**config.mk**
```make
export PLATFORM = sky130hd
export DESIGN_NAME = data_memory_ctrl_flat
export DESIGN_NICKNAME = d
export VERILOG_FILES = /design/src/rtl/data_memory_ctrl_if.sv /design/src/rtl/data_memory_ctrl.sv /design/src/flat_wrapper.sv
export SDC_FILE = /design/constraint.sdc
export NUM_CORES = 2
export LEC_CHECK = 0
export ABC_AREA = 1
export BUFFER_PORTS_ARGS = -buffer_cell sky130_fd_sc_hd__buf_4
export CAP_MARGIN = 0
export CORE_UTILIZATION = 30
export DETAILED_ROUTE_END_ITERATION = 6
export GPL_TIMING_DRIVEN = 0
export PLACE_DENSITY = 0.5
export SETUP_SLACK_MARGIN = 0.05
export SYNTH_ARGS = -nofsm -noshare
export SYNTH_HDL_FRONTEND = slang
export SYNTH_SLANG_ARGS = --single-unit
```
**constraint.sdc**
```tcl
create_clock -name clk -period 18.5 [get_ports clk]
set_clock_uncertainty 0.2 [all_clocks]
set_input_delay 3.7 -clock clk [delete_from_list [all_inputs] [get_ports clk]]
set_output_delay 3.7 -clock clk [all_outputs]
set_load 0.1 [all_outputs]
```
**src/rtl/data_memory_ctrl_if.sv**
```systemverilog
// Bus between the RV32I datapath and the data memory controller.
// Optional feature macro: DMEM_STORE_COUNT_EN adds the StoreCount signal.
interface data_memory_ctrl_if;
    logic        MemRead;
    logic        MemWrite;
    logic [2:0]  Funct3;
    logic [31:0] Address;
    logic [31:0] WriteData;
    logic [31:0] ReadData;
    logic        busy;
    logic        misaligned;
`ifdef DMEM_STORE_COUNT_EN
    logic [15:0] StoreCount;
`endif

    // Core side: issues loads and stores.
    modport master (
        output MemRead, MemWrite, Funct3, Address, WriteData,
        input  ReadData, busy, misaligned
`ifdef DMEM_STORE_COUNT_EN
        , input StoreCount
`endif
    );

    // Memory side: serves loads and stores.
    modport slave (
        input  MemRead, MemWrite, Funct3, Address, WriteData,
        output ReadData, busy, misaligned
`ifdef DMEM_STORE_COUNT_EN
        , output StoreCount
`endif
    );
endinterface

```
**src/rtl/data_memory_ctrl.sv**
```systemverilog
// Word-organised data memory for the single-cycle RV32I core.
// Combinational byte/half/word loads, byte-lane stores, misalignment detection
// with a sticky flag, and a post-reset clear engine that zeroes the array.
// Optional feature macro: DMEM_STORE_COUNT_EN adds a saturating count of
// committed stores on the StoreCount signal of the bus.
module data_memory_ctrl #(
    parameter int DEPTH_WORDS = 64
) (
    input  logic                 clk,
    input  logic                 reset,
    data_memory_ctrl_if.slave    bus
);
    localparam int AW = $clog2(DEPTH_WORDS);

    typedef enum logic {
        S_CLEAR,
        S_READY
    } state_e;

    state_e        state_q, state_d;
    logic [AW-1:0] idx_q, idx_d;
    logic          misaligned_q, misaligned_d;
    logic [31:0]   mem [DEPTH_WORDS];

    logic          busy;
    logic [AW-1:0] word;
    logic [1:0]    lane;
    logic          mis_access;
    logic [3:0]    wr_mask;
    logic [31:0]   wr_data;
    logic          store_commit;
    logic [31:0]   rd_word;
    logic [31:0]   rd_shift;
    logic [31:0]   read_data;
    logic          unused_addr_bits;

    // Upper address bits alias onto the array on purpose.
    assign unused_addr_bits = ^bus.Address[31:AW+2];

    // State register: clear engine position and sticky misalignment flag.
    always_ff @(posedge clk) begin
        // NOTE: sequential state uses non-blocking assignments so every flop
        // samples its _d value from before this edge.
        if (reset) begin
            state_q      <= S_CLEAR;
            idx_q        <= '0;
            misaligned_q <= 1'b0;
        end else begin
            state_q      <= state_d;
            idx_q        <= idx_d;
            misaligned_q <= misaligned_d;
        end
    end

    // Next-state logic: walk every word once, then stay READY until reset.
    always_comb begin
        // NOTE: defaults first so no path leaves a variable unassigned (no latch).
        state_d = state_q;
        idx_d   = idx_q;
        if (state_q == S_CLEAR) begin
            idx_d = idx_q + 1'b1;
            if (idx_q == AW'(DEPTH_WORDS - 1)) begin
                state_d = S_READY;
            end
        end
    end

    // Output logic: accesses are locked out while the clear engine runs.
    always_comb begin
        busy = (state_q == S_CLEAR);
    end

    // Access decode: word/lane select, misalignment, store lane mask and data.
    always_comb begin
        word       = bus.Address[AW+1:2];
        lane       = bus.Address[1:0];
        mis_access = 1'b0;
        wr_mask    = 4'b0000;
        wr_data    = bus.WriteData;
        case (bus.Funct3[1:0])
            2'b00: begin
                wr_mask = 4'b0001 << lane;
                wr_data = {4{bus.WriteData[7:0]}};
            end
            2'b01: begin
                mis_access = lane[0];
                wr_mask    = lane[1] ? 4'b1100 : 4'b0011;
                wr_data    = {2{bus.WriteData[15:0]}};
            end
            2'b10: begin
                mis_access = (lane != 2'b00);
                wr_mask    = 4'b1111;
            end
            default: ;
        endcase
        store_commit = bus.MemWrite && !busy && !mis_access && (wr_mask != 4'b0000);
        misaligned_d = misaligned_q
                     | ((bus.MemRead | bus.MemWrite) && !busy && mis_access);
    end

    // Array write port: clear engine while busy, byte-lane stores once ready.
    always_ff @(posedge clk) begin
        // NOTE: the array itself has no reset; the clear engine zeroes it
        // one word per cycle so it can map onto plain RAM.
        if (!reset) begin
            if (busy) begin
                mem[idx_q] <= '0;
            end else if (store_commit) begin
                for (int i = 0; i < 4; i++) begin
                    if (wr_mask[i]) begin
                        mem[word][8*i +: 8] <= wr_data[8*i +: 8];
                    end
                end
            end
        end
    end

    // Read path: combinational, shows pre-edge contents on a same-word store.
    always_comb begin
        rd_word  = mem[word];
        rd_shift = rd_word >> {lane, 3'b000};
        case (bus.Funct3)
            3'b000:  read_data = {{24{rd_shift[7]}}, rd_shift[7:0]};
            3'b001:  read_data = {{16{rd_shift[15]}}, rd_shift[15:0]};
            3'b010:  read_data = rd_word;
            3'b100:  read_data = {24'd0, rd_shift[7:0]};
            3'b101:  read_data = {16'd0, rd_shift[15:0]};
            default: read_data = '0;
        endcase
        if (busy || mis_access) begin
            read_data = '0;
        end
    end

    assign bus.ReadData   = read_data;
    assign bus.busy       = busy;
    assign bus.misaligned = misaligned_q;

`ifdef DMEM_STORE_COUNT_EN
    logic [15:0] store_count_q, store_count_d;

    // Store counter next value: saturates at all-ones.
    always_comb begin
        store_count_d = store_count_q;
        if (store_commit && (store_count_q != 16'hFFFF)) begin
            store_count_d = store_count_q + 16'd1;
        end
    end

    // Store counter register.
    always_ff @(posedge clk) begin
        if (reset) begin
            store_count_q <= '0;
        end else begin
            store_count_q <= store_count_d;
        end
    end

    assign bus.StoreCount = store_count_q;
`endif
endmodule
```
**src/flat_wrapper.sv**
```systemverilog
// flat-port wrapper written by rule: the top's interface ports become plain ports
module data_memory_ctrl_flat 
#(
    parameter int DEPTH_WORDS = 64
)
  (clk, reset, bus_MemRead, bus_MemWrite, bus_Funct3, bus_Address, bus_WriteData, bus_ReadData, bus_busy, bus_misaligned);
  data_memory_ctrl_if bus_i ();
  input  logic clk;
  input  logic reset;
  input wire logic [$bits(bus_i.MemRead)-1:0] bus_MemRead;
  input wire logic [$bits(bus_i.MemWrite)-1:0] bus_MemWrite;
  input wire logic [$bits(bus_i.Funct3)-1:0] bus_Funct3;
  input wire logic [$bits(bus_i.Address)-1:0] bus_Address;
  input wire logic [$bits(bus_i.WriteData)-1:0] bus_WriteData;
  output wire logic [$bits(bus_i.ReadData)-1:0] bus_ReadData;
  output wire logic [$bits(bus_i.busy)-1:0] bus_busy;
  output wire logic [$bits(bus_i.misaligned)-1:0] bus_misaligned;
  assign bus_i.MemRead = bus_MemRead;
  assign bus_i.MemWrite = bus_MemWrite;
  assign bus_i.Funct3 = bus_Funct3;
  assign bus_i.Address = bus_Address;
  assign bus_i.WriteData = bus_WriteData;
  assign bus_ReadData = bus_i.ReadData;
  assign bus_busy = bus_i.busy;
  assign bus_misaligned = bus_i.misaligned;
  data_memory_ctrl #(.DEPTH_WORDS(DEPTH_WORDS)) u_core (.clk(clk), .reset(reset), .bus(bus_i));
endmodule
```
==> summary.md <==
| Metric | Value |
|---|---|
| Setup TNS | `0 ns` |
| Layout cells sized above 1 | `0.112` |
| Initial Util | `0.302` |
| Synth Cell Area | `about 0.084 mm²` |
| Leak | `36.6 nW` |
| Antenna violations before repair | `40` |
| Synth Area per Inst | `11.7 µm²` |
| P per Cell Area | `101 mW/mm²` |
| Crit path DAT | `9.70 ns` |
| Num rows | `194` |
| CTS tree | `built` |
| Critical path, cell by cell | `buf_4, inv_1, clkbuf_1, buf_1, buf_1, buf_1, o21ai_0, nand3_1, nand3_1, a21oi_1, buf_4` |
| CORE AREA | `~0.28 mm²` |
| Wire length per cell | `35.5 µm` |
| WP data required | `14.60 ns` |
| Reg-to-reg slack, setup | `13.07 ns` |
| Critical R2R Capture | `u_core.mem[3][17]` |
| First drt pass iteration count | `7` |
| RD Place Congestion | `1.11` |
| Yosys warning total | `0` |
| CP endpoint | `bus_ReadData[6]` |
| Hold slack | `0.298 ns` |
| Period Utilization, post-route | `0.735` |
| Fmax | `73.5 MHz` |
| # setup viols final | `0` |
| CP max stage cell | `buf_1` |
| Number of hold buffers added after CTS | `0` |
| Grt ovf | `0` |
| Routed Antenna Nets | `0` |
| First-pass GRT wire length | `about 540 mm` |
| Syn Inst Count | `7198` |
| I/O Buffers | `77` |
| Worst Setup SP | `bus_Address[6]` |
| Top cell type by total area after synthesis | `edfxtp_1` |
| Number of DRC markers in iteration 0 | `10900` |
| CTS Buffer Depth | `3` |
| Die area | `0.283 mm²` |
| Slew Viols, Final | `291` |
| Top post-synthesis cells by area | `edfxtp_1, nand3_1, nand2_1` |
| Post_cts resized | `0` |
| Tightest Hold Check Type | `reg -> reg` |
| Die H | `532 µm` |
| Synthesized Nets | `7274` |
| CTS buffer count | `218` |
| Worst-margin pin slew | `1.69 ns` |
| Failing checks | `capacitance limit, slew limit` |
| Vias in the first global route | `59800` |
| Buf+Inv Stages, Crit Path | `7` |
| Clock latency on the worst-skew pair | `0.92 ns` |
| Yosys top cell area share | `0.731` |
| EDFF count, synth | `around 2000` |
| CTS root buf | `clkbuf_16` |
| CP Max Fanout | `10` |
| Most frequent CP cell | `buf_1` |
| Total chip power | `about 10 mW` |
| Via density | `between 5 and 6` |
| Worst slew margin | `-0.130` |
| Final hold violation count | `0` |
| CTS H-tree lvls | `4` |
| CP Capture Type | `output pin` |
| Finished Layout Cells | `11600` |
| Cell family with most CP delay | `buffers and inverters` |
| Post-synthesis sequential area ratio | `0.733` |
| Largest stage delay, worst path | `1.16 ns` |
| Post-CTS Setup Inserts | `0` |
| Startpoint Class | `input pin` |
| Status | `complete, but fails checks` |
| Synth Register Bits | `~2000` |
| Via Count | `65600` |
| CP Depth | `11` |
| Post-synth cell types | `29` |
| FF-to-FF Start | `u_core.state_q` |
| Prevailing post-synth register cell | `edfxtp_1` |
| Layout fillers | `between 20000 and 30000` |
| Die width | `532 µm` |
| Overall Global Routing Usage | `0.283` |
| Largest net degree at the start of global routing | `54` |
| Area growth, synth to finish | `18.2%` |
| Number of max-cap violations | `37` |
| HPWL Detailed | `292 mm` |
| Tmin final | `13.60 ns` |
| Nets@finish | `7727` |
| Worst vdd ir | `108 µV` |
| DRT Wirelength | `411 mm` |
| Clock slew at reported path FFs | `approximately 0.07 ns` |
| DRC | `0` |
| Async S/R FF share, synth | `0` |
| RSZ-0062 raised after global routing | `false` |
| CTS sink count | `approximately 2100` |
| Post-layout util | `0.356` |
| Critical path type | `in -> out` |
| I/O Pins | `105` |
| Worst reg2reg path depth | `11` |
| Placed cell count | `11100` |
[placed cells by master (no fill, tap or decap), types with 13 or more instances in the layout]
cell	netlist	routed
edfxtp_1	2048	2048
nand2_1	1850	1850
nand3_1	1628	1628
nor2_1	593	424
clkbuf_1	244	293
o21ai_0	285	285
clkbuf_16	0	220
nor2_2	9	152
o22ai_1	125	125
buf_2	116	124
buf_1	116	106
buf_8	0	97
buf_4	9	90
a21oi_1	67	65
clkinv_1	2	61
inv_1	39	39
nor2_4	12	38
clkinv_2	0	32
buf_12	0	25
diode_2	0	21
bufinv_16	0	14
buf_6	0	14
buf_16	0	13
[synth_stat cells, types with 39 or more instances]
library cell	n
a21oi_1	67
buf_1	116
buf_2	116
clkbuf_1	244
edfxtp_1	2048
inv_1	39
nand2_1	1850
nand3_1	1628
nor2_1	593
o21ai_0	285
o22ai_1	125
[logic make-up (layout without fill, tap and decap cells)]
| family | after synthesis | after routing | synth area share |
|---|---|---|---|
| adder cells (fa/ha/maj) | 5 | 5 | 0.000743 |
| AO/OA/AOI/OAI | 498 | 498 | 0.0319 |
| AND/OR/NAND/NOR | 4101 | 4101 | 0.209 |
| other | 0 | 21 | 0 |
| flip-flops | 2056 | 2056 | 0.733 |
| buffers and inverters | 538 | 1168 | 0.0261 |
[worst reg2reg max path, delay by kind of cell, from the launching register on]
kind | cells | cell delay, ns
compound gates | 2 | 0.30
buf+inv | 1 | 0.27
flops | 1 | 0.45
simple gates | 8 | 3.77
[registers in the layout (all words and copies together), names as in the netlist]
| register | cells |
|---|---|
| u_core.state_q | 1 |
| u_core.bus.misaligned | 1 |
| u_core.idx_q | 6 |
| u_core.mem | 2048 |
[metal layers]
layer,GRT usage,share of wire,vias to the layer above
met4,0.190,0.079,16
met5,0.000843,0.00030,-
met2,0.414,0.43,4866
met1,0.356,0.37,32900
li1,-,-,26600
met3,0.0891,0.13,1161
[report_power, final]
part / internal (mW) / switching [mW] / leakage (nW)
clock network: 2.37 / 1.94 / 3.31
registers: 5.06 / 0.00424 / 23.4
logic: 0.134 / 0.564 / 9.93
[per-stage QoR]
| step | worst slack, ns | cell area [µm²] |
|---|---|---|
| finish | 4.90 | 99500 |
| global route | 5.22 | 99400 |
| CTS | 5.33 | 99300 |
| detailed placement | 5.34 | 92500 |
| global placement | 4.25 | 89400 |
| floorplan | 7.76 | 84200 |
[area by class of cell]
cell class	instances	area [µm²]	area share
tap	3724	4660	0.0468
clock inverter	125	1140	0.0114
multi-input combinational	4604	21000	0.211
timing repair buffer	233	3130	0.0315
inverter	53	199	0.00200
buffer	485	2020	0.0203
clock buffer	272	5680	0.0571
sequential	2056	61700	0.620
antenna	21	52.6	0.000528
[worst min path at each step]
| stage | end | start | cells past startpoint | slack, ns |
|---|---|---|---|---|
| after floorplan | u_core.idx_q[5] | u_core.idx_q[5] | 2 | 0.25 |
| after global placement | u_core.bus.misaligned | u_core.bus.misaligned | 1 | 0.30 |
| after detailed placement | u_core.bus.misaligned | u_core.bus.misaligned | 1 | 0.29 |
| after CTS | u_core.bus.misaligned | u_core.bus.misaligned | 1 | 0.30 |
| after global routing | u_core.bus.misaligned | u_core.bus.misaligned | 1 | 0.33 |
| final | u_core.bus.misaligned | u_core.bus.misaligned | 1 | 0.30 |
No activity file was read; power rests on OpenSTA's default activity.
